===== src/rtl/divider_param.sv =====
// Sequential restoring divider, signed or unsigned, one quotient bit per cycle.
// Define DIVIDER_ALIGN_EN to skip leading zeros of the dividend (data-dependent latency).
module divider_param #(
    parameter int WIDTH = 16
) (
    input  logic             clk,
    input  logic             rst_n,
    input  logic             start,
    input  logic             is_signed,
    input  logic [WIDTH-1:0] dividend,
    input  logic [WIDTH-1:0] divisor,
    output logic             ready,
    output logic [WIDTH-1:0] quotient,
    output logic [WIDTH-1:0] remainder,
    output logic             done,
    output logic             div_by_zero,
    output logic             overflow,
    output logic [2:0]       dbg_state_o
);

    localparam int CW = $clog2(WIDTH + 1);
    localparam logic [WIDTH-1:0] MOST_NEG = {1'b1, {(WIDTH-1){1'b0}}};

    typedef enum logic [2:0] {
        S_IDLE  = 3'd0,
        S_INIT  = 3'd1,
`ifdef DIVIDER_ALIGN_EN
        S_ALIGN = 3'd2,
`endif
        S_ITER  = 3'd3,
        S_FIX   = 3'd4,
        S_DONE  = 3'd5
    } state_t;

    state_t state_q, state_d;

    logic             sgn_q, sgn_d;
    logic [WIDTH-1:0] a_q, a_d;
    logic [WIDTH-1:0] b_q, b_d;
    logic [WIDTH-1:0] dvs_q, dvs_d;
    logic [WIDTH-1:0] quo_q, quo_d;
    logic [WIDTH:0]   rem_q, rem_d;
    logic [CW-1:0]    cnt_q, cnt_d;
    logic             qneg_q, qneg_d;
    logic             rneg_q, rneg_d;
    logic             ovf_q, ovf_d;
    logic [WIDTH-1:0] quotient_q, quotient_d;
    logic [WIDTH-1:0] remainder_q, remainder_d;
    logic             dbz_q, dbz_d;
    logic             ovf_out_q, ovf_out_d;

    logic             a_neg, b_neg;
    logic [WIDTH-1:0] mag_a, mag_b;
    logic [WIDTH:0]   shifted, diff;
    logic             ge;
    logic [WIDTH-1:0] q_fix, r_fix;

    always_comb begin
        a_neg   = sgn_q & a_q[WIDTH-1];
        b_neg   = sgn_q & b_q[WIDTH-1];
        mag_a   = a_neg ? (~a_q + 1'b1) : a_q;
        mag_b   = b_neg ? (~b_q + 1'b1) : b_q;
        // Remainder stays below the divisor, so the shifted value fits in WIDTH+1 bits.
        shifted = {rem_q[WIDTH-1:0], quo_q[WIDTH-1]};
        ge      = (shifted >= {1'b0, dvs_q});
        diff    = shifted - {1'b0, dvs_q};
        q_fix   = qneg_q ? (~quo_q + 1'b1) : quo_q;
        r_fix   = rneg_q ? (~WIDTH'(rem_q) + 1'b1) : WIDTH'(rem_q);
    end

`ifdef DIVIDER_ALIGN_EN
    logic [CW-1:0] nbits;
    logic [CW-1:0] pre_shift;

    // Significant bits of |dividend|; a zero dividend still needs one step.
    always_comb begin
        nbits = CW'(1);
        for (int i = 0; i < WIDTH; i++) begin
            if (quo_q[i]) nbits = CW'(i + 1);
        end
        pre_shift = CW'(WIDTH) - nbits;
    end
`endif

    always_ff @(posedge clk or negedge rst_n) begin
        if (!rst_n) state_q <= S_IDLE;
        else        state_q <= state_d;
    end

    always_comb begin
        state_d = state_q;
        case (state_q)
            S_IDLE: if (start) state_d = S_INIT;
            S_INIT: begin
                if (b_q == '0) state_d = S_DONE;
`ifdef DIVIDER_ALIGN_EN
                else           state_d = S_ALIGN;
`else
                else           state_d = S_ITER;
`endif
            end
`ifdef DIVIDER_ALIGN_EN
            S_ALIGN: state_d = S_ITER;
`endif
            S_ITER: if (cnt_q == CW'(1)) state_d = S_FIX;
            S_FIX:  state_d = S_DONE;
            S_DONE: state_d = S_IDLE;
            default: state_d = S_IDLE;
        endcase
    end

    always_comb begin
        ready       = (state_q == S_IDLE);
        done        = (state_q == S_DONE);
        dbg_state_o = state_q;
    end

    // Result registers load only on entry to DONE and hold until the next one.
    always_comb begin
        sgn_d       = sgn_q;
        a_d         = a_q;
        b_d         = b_q;
        dvs_d       = dvs_q;
        quo_d       = quo_q;
        rem_d       = rem_q;
        cnt_d       = cnt_q;
        qneg_d      = qneg_q;
        rneg_d      = rneg_q;
        ovf_d       = ovf_q;
        quotient_d  = quotient_q;
        remainder_d = remainder_q;
        dbz_d       = dbz_q;
        ovf_out_d   = ovf_out_q;
        case (state_q)
            S_IDLE: begin
                if (start) begin
                    sgn_d = is_signed;
                    a_d   = dividend;
                    b_d   = divisor;
                end
            end
            S_INIT: begin
                quo_d  = mag_a;
                dvs_d  = mag_b;
                rem_d  = '0;
                cnt_d  = CW'(WIDTH);
                qneg_d = a_neg ^ b_neg;
                rneg_d = a_neg;
                ovf_d  = sgn_q && (a_q == MOST_NEG) && (&b_q);
                if (b_q == '0) begin
                    quotient_d  = '1;
                    remainder_d = a_q;
                    dbz_d       = 1'b1;
                    ovf_out_d   = 1'b0;
                end
            end
`ifdef DIVIDER_ALIGN_EN
            S_ALIGN: begin
                quo_d = quo_q << pre_shift;
                cnt_d = nbits;
            end
`endif
            S_ITER: begin
                quo_d = {quo_q[WIDTH-2:0], ge};
                rem_d = ge ? diff : shifted;
                cnt_d = cnt_q - CW'(1);
            end
            S_FIX: begin
                quotient_d  = q_fix;
                remainder_d = r_fix;
                dbz_d       = 1'b0;
                ovf_out_d   = ovf_q;
            end
            default: ;
        endcase
    end

    always_ff @(posedge clk or negedge rst_n) begin
        if (!rst_n) begin
            sgn_q       <= 1'b0;
            a_q         <= '0;
            b_q         <= '0;
            dvs_q       <= '0;
            quo_q       <= '0;
            rem_q       <= '0;
            cnt_q       <= '0;
            qneg_q      <= 1'b0;
            rneg_q      <= 1'b0;
            ovf_q       <= 1'b0;
            quotient_q  <= '0;
            remainder_q <= '0;
            dbz_q       <= 1'b0;
            ovf_out_q   <= 1'b0;
        end else begin
            sgn_q       <= sgn_d;
            a_q         <= a_d;
            b_q         <= b_d;
            dvs_q       <= dvs_d;
            quo_q       <= quo_d;
            rem_q       <= rem_d;
            cnt_q       <= cnt_d;
            qneg_q      <= qneg_d;
            rneg_q      <= rneg_d;
            ovf_q       <= ovf_d;
            quotient_q  <= quotient_d;
            remainder_q <= remainder_d;
            dbz_q       <= dbz_d;
            ovf_out_q   <= ovf_out_d;
        end
    end

    assign quotient    = quotient_q;
    assign remainder   = remainder_q;
    assign div_by_zero = dbz_q;
    assign overflow    = ovf_out_q;

endmodule


===== config.mk =====
export PLATFORM = sky130hd
export DESIGN_NAME = divider_param
export DESIGN_NICKNAME = d
export VERILOG_FILES = /design/src/rtl/divider_param.sv
export SDC_FILE = /design/constraint.sdc
export NUM_CORES = 1
export LEC_CHECK = 0
export BUFFER_PORTS_ARGS = -buffer_cell sky130_fd_sc_hd__buf_2
export CAP_MARGIN = 10
export CORE_UTILIZATION = 30
export CTS_BUF_LIST = sky130_fd_sc_hd__clkbuf_16
export DETAILED_ROUTE_END_ITERATION = 8
export PLACE_DENSITY = 0.51
export SYNTH_ARGS = -nofsm -noshare
export SYNTH_HDL_FRONTEND = slang
export SYNTH_SLANG_ARGS = --single-unit

===== constraint.sdc =====
create_clock -name clk -period 6.64 [get_ports clk]
set_input_delay 0 -clock clk [delete_from_list [all_inputs] [get_ports clk]]
set_output_delay 0 -clock clk [all_outputs]
set_load 0.1 [all_outputs]

# After elaboration in Yosys (flattened, before gate mapping)
# Cells that the tools add are included.
# op_classes
n_eq_ne	9
n_reduce_logical	10
n_mux	20
n_addsub	6
bitwise	7
order_cmp	1
# ops
operator	n
case mux 16 bit (2 select lines)	4
2-to-1 mux 16 bit	7
adder 16 x 1 -> 16 bit (second input constant)	4
NOT 16 bit	4
greater-or-equal comparator 17 x 16 -> 1 bit	1
== test 16 bit (second input constant)	1
logical NOT 16 bit	1
AND reduction 16 bit	1
subtractor 16 bit	1
case mux 3 bit (4 select lines)	1
case mux 5 bit (2 select lines)	1
2-to-1 mux 3 bit	3
== test 3 bit (second input constant)	2
inequality test 2 bit (second input constant)	3
AND reduction 2 bit	3
== test 5 x 1 -> 1 bit (second input constant)	1
subtractor 5 x 1 -> 5 bit (second input constant)	1
case mux 1 bit (2 select lines)	2
nonzero test 2 bit	2
== test 3 x 1 -> 1 bit (second input constant)	1
== test 3 x 2 -> 1 bit (second input constant)	1
logical NOT 3 bit	1
AND 1 bit	2
logical AND 1 bit	2
other kinds (2)	3
# word_totals
ff_bits	126
wordCells	68
in_bits	36
output_inout_bits	39

# Logic depth before layout (Yosys ltp)
# depth
word_depth	4
mapped_depth	12
mapped_depth_nobuf	11

# Worst setup path before layout
# OpenSTA, ideal clock, no wires.
# synth_timing
path_kind	register to register
startpoint	register state_q[1], in the netlist dbg_state_o[1]
endpoint	register a_q[10]
n_path_buf	3
setup_slack_ns	2.118
required_time_ns	6.515
stages_incl_launch_ff	7
setup_time_ns	0.125
arrival_ns	4.397
synth_period_minus_slack_ns	4.522
path_cell_list	dfrtp_1 -> clkbuf_1 -> nor3_1 -> and2_1 -> clkbuf_1 -> buf_2 -> mux2_2
# synth_via
elab_chain_len	2
# synth_lines
item	line_no	text
start: declaration	35	state_t state_q, state_d;
start signal: assignment	87	else state_q <= state_d;
logical NOT 3 bit	-	
named net ready	12	output logic ready,
AND reduction 2 bit (no source line)	-	
end signal: assignment	181	a_q <= '0;
end signal: assignment	196	a_q <= a_d;
end: declaration	38	logic [WIDTH-1:0] a_q, a_d;
# The timed path passes the listed nets, and every way through them passes these cells.
# A chain may end at the register's enable or synchronous reset.

# Worst setup path after layout
# layout_timing
startpoint	register rem_q[0]
endpoint	register rem_q[0]
# layout_via
elab_chain_len	3
# layout_lines
item	line_no	text
start: declaration	42	logic [WIDTH:0] rem_q, rem_d;
start signal: assignment	200	rem_q <= rem_d;
greater-or-equal comparator 17 x 16 -> 1 bit	65	ge = (shifted >= {1'b0, dvs_q});
2-to-1 mux 16 bit	165	rem_d = ge ? diff : shifted;
case mux 16 bit (2 select lines)	134	case (state_q)
# No other way between the ends.

==> impl_metrics.toml <==
[timing]
final.setup.tns_ns = 0
rsz0062_at_grt = "false"
tightestPinTransition_ns = 1.10
post-route-period-util = 0.463
setup_ws_ns = 3.57
setup_viol = 0
hold_violations = 0
min_period_ns = 3.07
max_slew_margin = 0.263
finClkSkew_ns = 0.00939
slew_violations = 0
fmax_mhz = 325

[cts]
path_clk_slew_ns = 0.06
cts_tree = "yes"
cts_sinks = 126
cts_inserted_buffers = 17
clk_latency_ns = 0.42
clock_path_buffers = 2
cts-resized-gates = 0
ctsHtreeMaxLevel = 4
cts_root_buf = "clkbuf_16"

[setup_path]
cp_slowest_cell = "o211a_1"
rr_worst_depth = 8
arrival_ns = 3.40
reg2reg_slack_ns = 3.57
r2r_end = "rem_q[0]$_DFFE_PN0P_"
required_ns = 6.97
crit_fanout = 19
timing.rr.start = "rem_q[0]$_DFFE_PN0P_"
cpPeakStageDelay_ns = 0.84
path_class = "flip-flop to flip-flop"
start_kind = "flip-flop"
endpoint_kind = "flip-flop"
cp_cell_sequence = "ha_1, nor2b_1, o211ai_1, a311oi_4, a21oi_2, o211a_1, mux2_4, o22ai_2"

[synthesis]
ys_ff_latch = 126
synth_simple_gate_area_frac = 0.176
synth_top_area_share = 0.423
synth_flop_cell = "dfrtp_1"
ys_top_cells_by_area = "dfrtp_1 (42%), nand2_1 (5.7%), o21ai_0 (5.2%)"
synth_nets = 883
seq_area_frac_synth = 0.423
synth_edf_count = 0
synth_top_family_by_area = "simple AND/OR/NAND/NOR gates"
yosys_warnings = 0
yosys-mux-area-fraction = 0.0759
syn_inst = 823
synth_area_um2 = 7450
synth_top_cells_by_count = "dfrtp_1 (126), nand2_1 (114), o21ai_0 (78), a21oi_1 (62), nor2_1 (57)"
yosys.area_share.adder = 0.0413
synth_compound_area_frac = 0.168
async_flop_share = 1.00
synth.most_common_cell = "dfrtp_1"
ys_types = 65
synth_xor_area_frac = 0.0740
yosysTopAreaCell = "dfrtp_1"
synth_area_per_cell_um2 = 9.06

[worst_hold_path]
holdCritStartpoint = "start"
holdPathEnd = "dbg_state_o[0]$_DFFE_PN0P_"
min_path_type = "input port to flip-flop"
holdPathStages = 5

[grt]
grt_start_max_net_pins = 76
antenna_found_initial = 0
grt_pass1_wl_um = 33700
overflow = 0
grt_pass1_vias = 5939
grt_usage = 0.168

[run_status]
status = "completed"

[routing]
post_drt_wl_per_cell_um = 16.4
drc = 0
ant_nets = 0
finalWirelength_um = 20500
dr_total_vias = 6183
drt_iter0_markers = 424
avgViaCountPerCell = 4.94
dr.pass1.iters = 5

[placed_design]
port_buffers = 74
place_congestion = 0.818
pre_cts_ws_ns = 3.56
dp_hpwl_um = 14600

[floorplan]
die_h_um = 160
core_um2 = 24300
initial_core_util = 0.307
ioPinCount = 75
rows = 57
die_w_um = 160
dieArea_um2 = 25500

[cells_and_area]
drive_gt1_frac = 0.165
antenna_cells = 0
nets = 975
syn_to_final_growth_pct = 20.9

[job]
timing.max_cap.violations = 0
-- repair_timing --
| action | CTS | global route |
|---|---|---|
| endpoints found under the hold margin | 84 | 0 |
| hold buffers | 34 | 0 |
| setup buffers | 0 | 0 |
-- cell families (layout without fill, tap and decap cells) --
kind of cell               count (synthesis)  in the layout
DFF                                      126            126
and+or+nand+nor                          274            274
buffers and inverters                     76            181
adders and majority gates                 24             24
muxes                                     52             52
xor gates and xnor gates                  63             63
AOI/OAI and AO/OA                        208            208
-- critical path: cells and delay by family (launching register included) --
kind            cells  cell delay, ns
fa+ha+maj           1            0.31
flops               1            0.45
compound gates      5            1.72
simple gates        1            0.14
mux                 1            0.36
-- layout by cell type (no fill, tap or decap), drive strengths merged, types with 17 or more instances in the layout --
cell,Yosys,final
a21oi,64,64
buf,8,81
clkbuf,34,17
dfrtp,126,126
dlygate4sd3,0,34
ha,23,23
inv,34,35
mux2,33,33
mux2i,19,19
nand2,115,115
nor2,57,57
nor3,26,26
o21ai,89,89
xnor2,31,31
xor2,32,32
-- worst max-delay path by stage --
stage	cells after the start	slack, ns	end	from
final	8	3.57	rem_q[0]$_DFFE_PN0P_	rem_q[0]$_DFFE_PN0P_
after global routing	8	3.36	rem_q[1]$_DFFE_PN0P_	rem_q[11]$_DFFE_PN0P_
after CTS	8	3.56	rem_q[0]$_DFFE_PN0P_	rem_q[0]$_DFFE_PN0P_
after detailed placement	8	3.56	rem_q[11]$_DFFE_PN0P_	rem_q[0]$_DFFE_PN0P_
after global placement	8	3.61	rem_q[0]$_DFFE_PN0P_	rem_q[0]$_DFFE_PN0P_
after floorplan	6	2.12	a_q[10]$_DFFE_PN0P_	dbg_state_o[1]$_DFFE_PN0P_
-- per-stage QoR --
step	hold WS (ns)	instances	area, um^2	util
after floorplan	-0.296	823	7450	-
after CTS	0.0203	1252	9020	0.371
after global placement	0.0856	1186	8100	0.333
after detailed placement	0.0842	1186	8100	0.333
final	0.0175	1252	9020	0.371
after global routing	0.0578	1252	9020	0.371
-- sequential cells by signal, summed over array words and instances (netlist names), 3 cells and up --
signal	cells
a_q	16
b_q	16
cnt_q	5
dbg_state_o	3
dvs_q	16
quo_q	16
quotient	16
rem_q	16
remainder	16
-- layer usage --
layer	vias up	routed length (um)	share of wire	GRT usage
met2	136	8970	0.44	0.250
met5	-	0	0	0
met1	2954	10500	0.51	0.250
li1	3072	-	-	-
met4	0	291	0.014	0.0516
met3	21	728	0.035	0.0226
-- final cells by class --
type | instances | area, um^2
Sequential cell | 126 | 3150
Tap cell | 324 | 405
Clock buffer | 17 | 425
Inverter | 34 | 128
Timing Repair Buffer | 115 | 766
Clock inverter | 15 | 154
Fill cell | 2496 | 15300
Multi-Input combinational cell | 621 | 3990
Power is left out: the tool's default activity adds up to more than one toggle a clock period on the data nets, which glitch-free logic cannot reach.
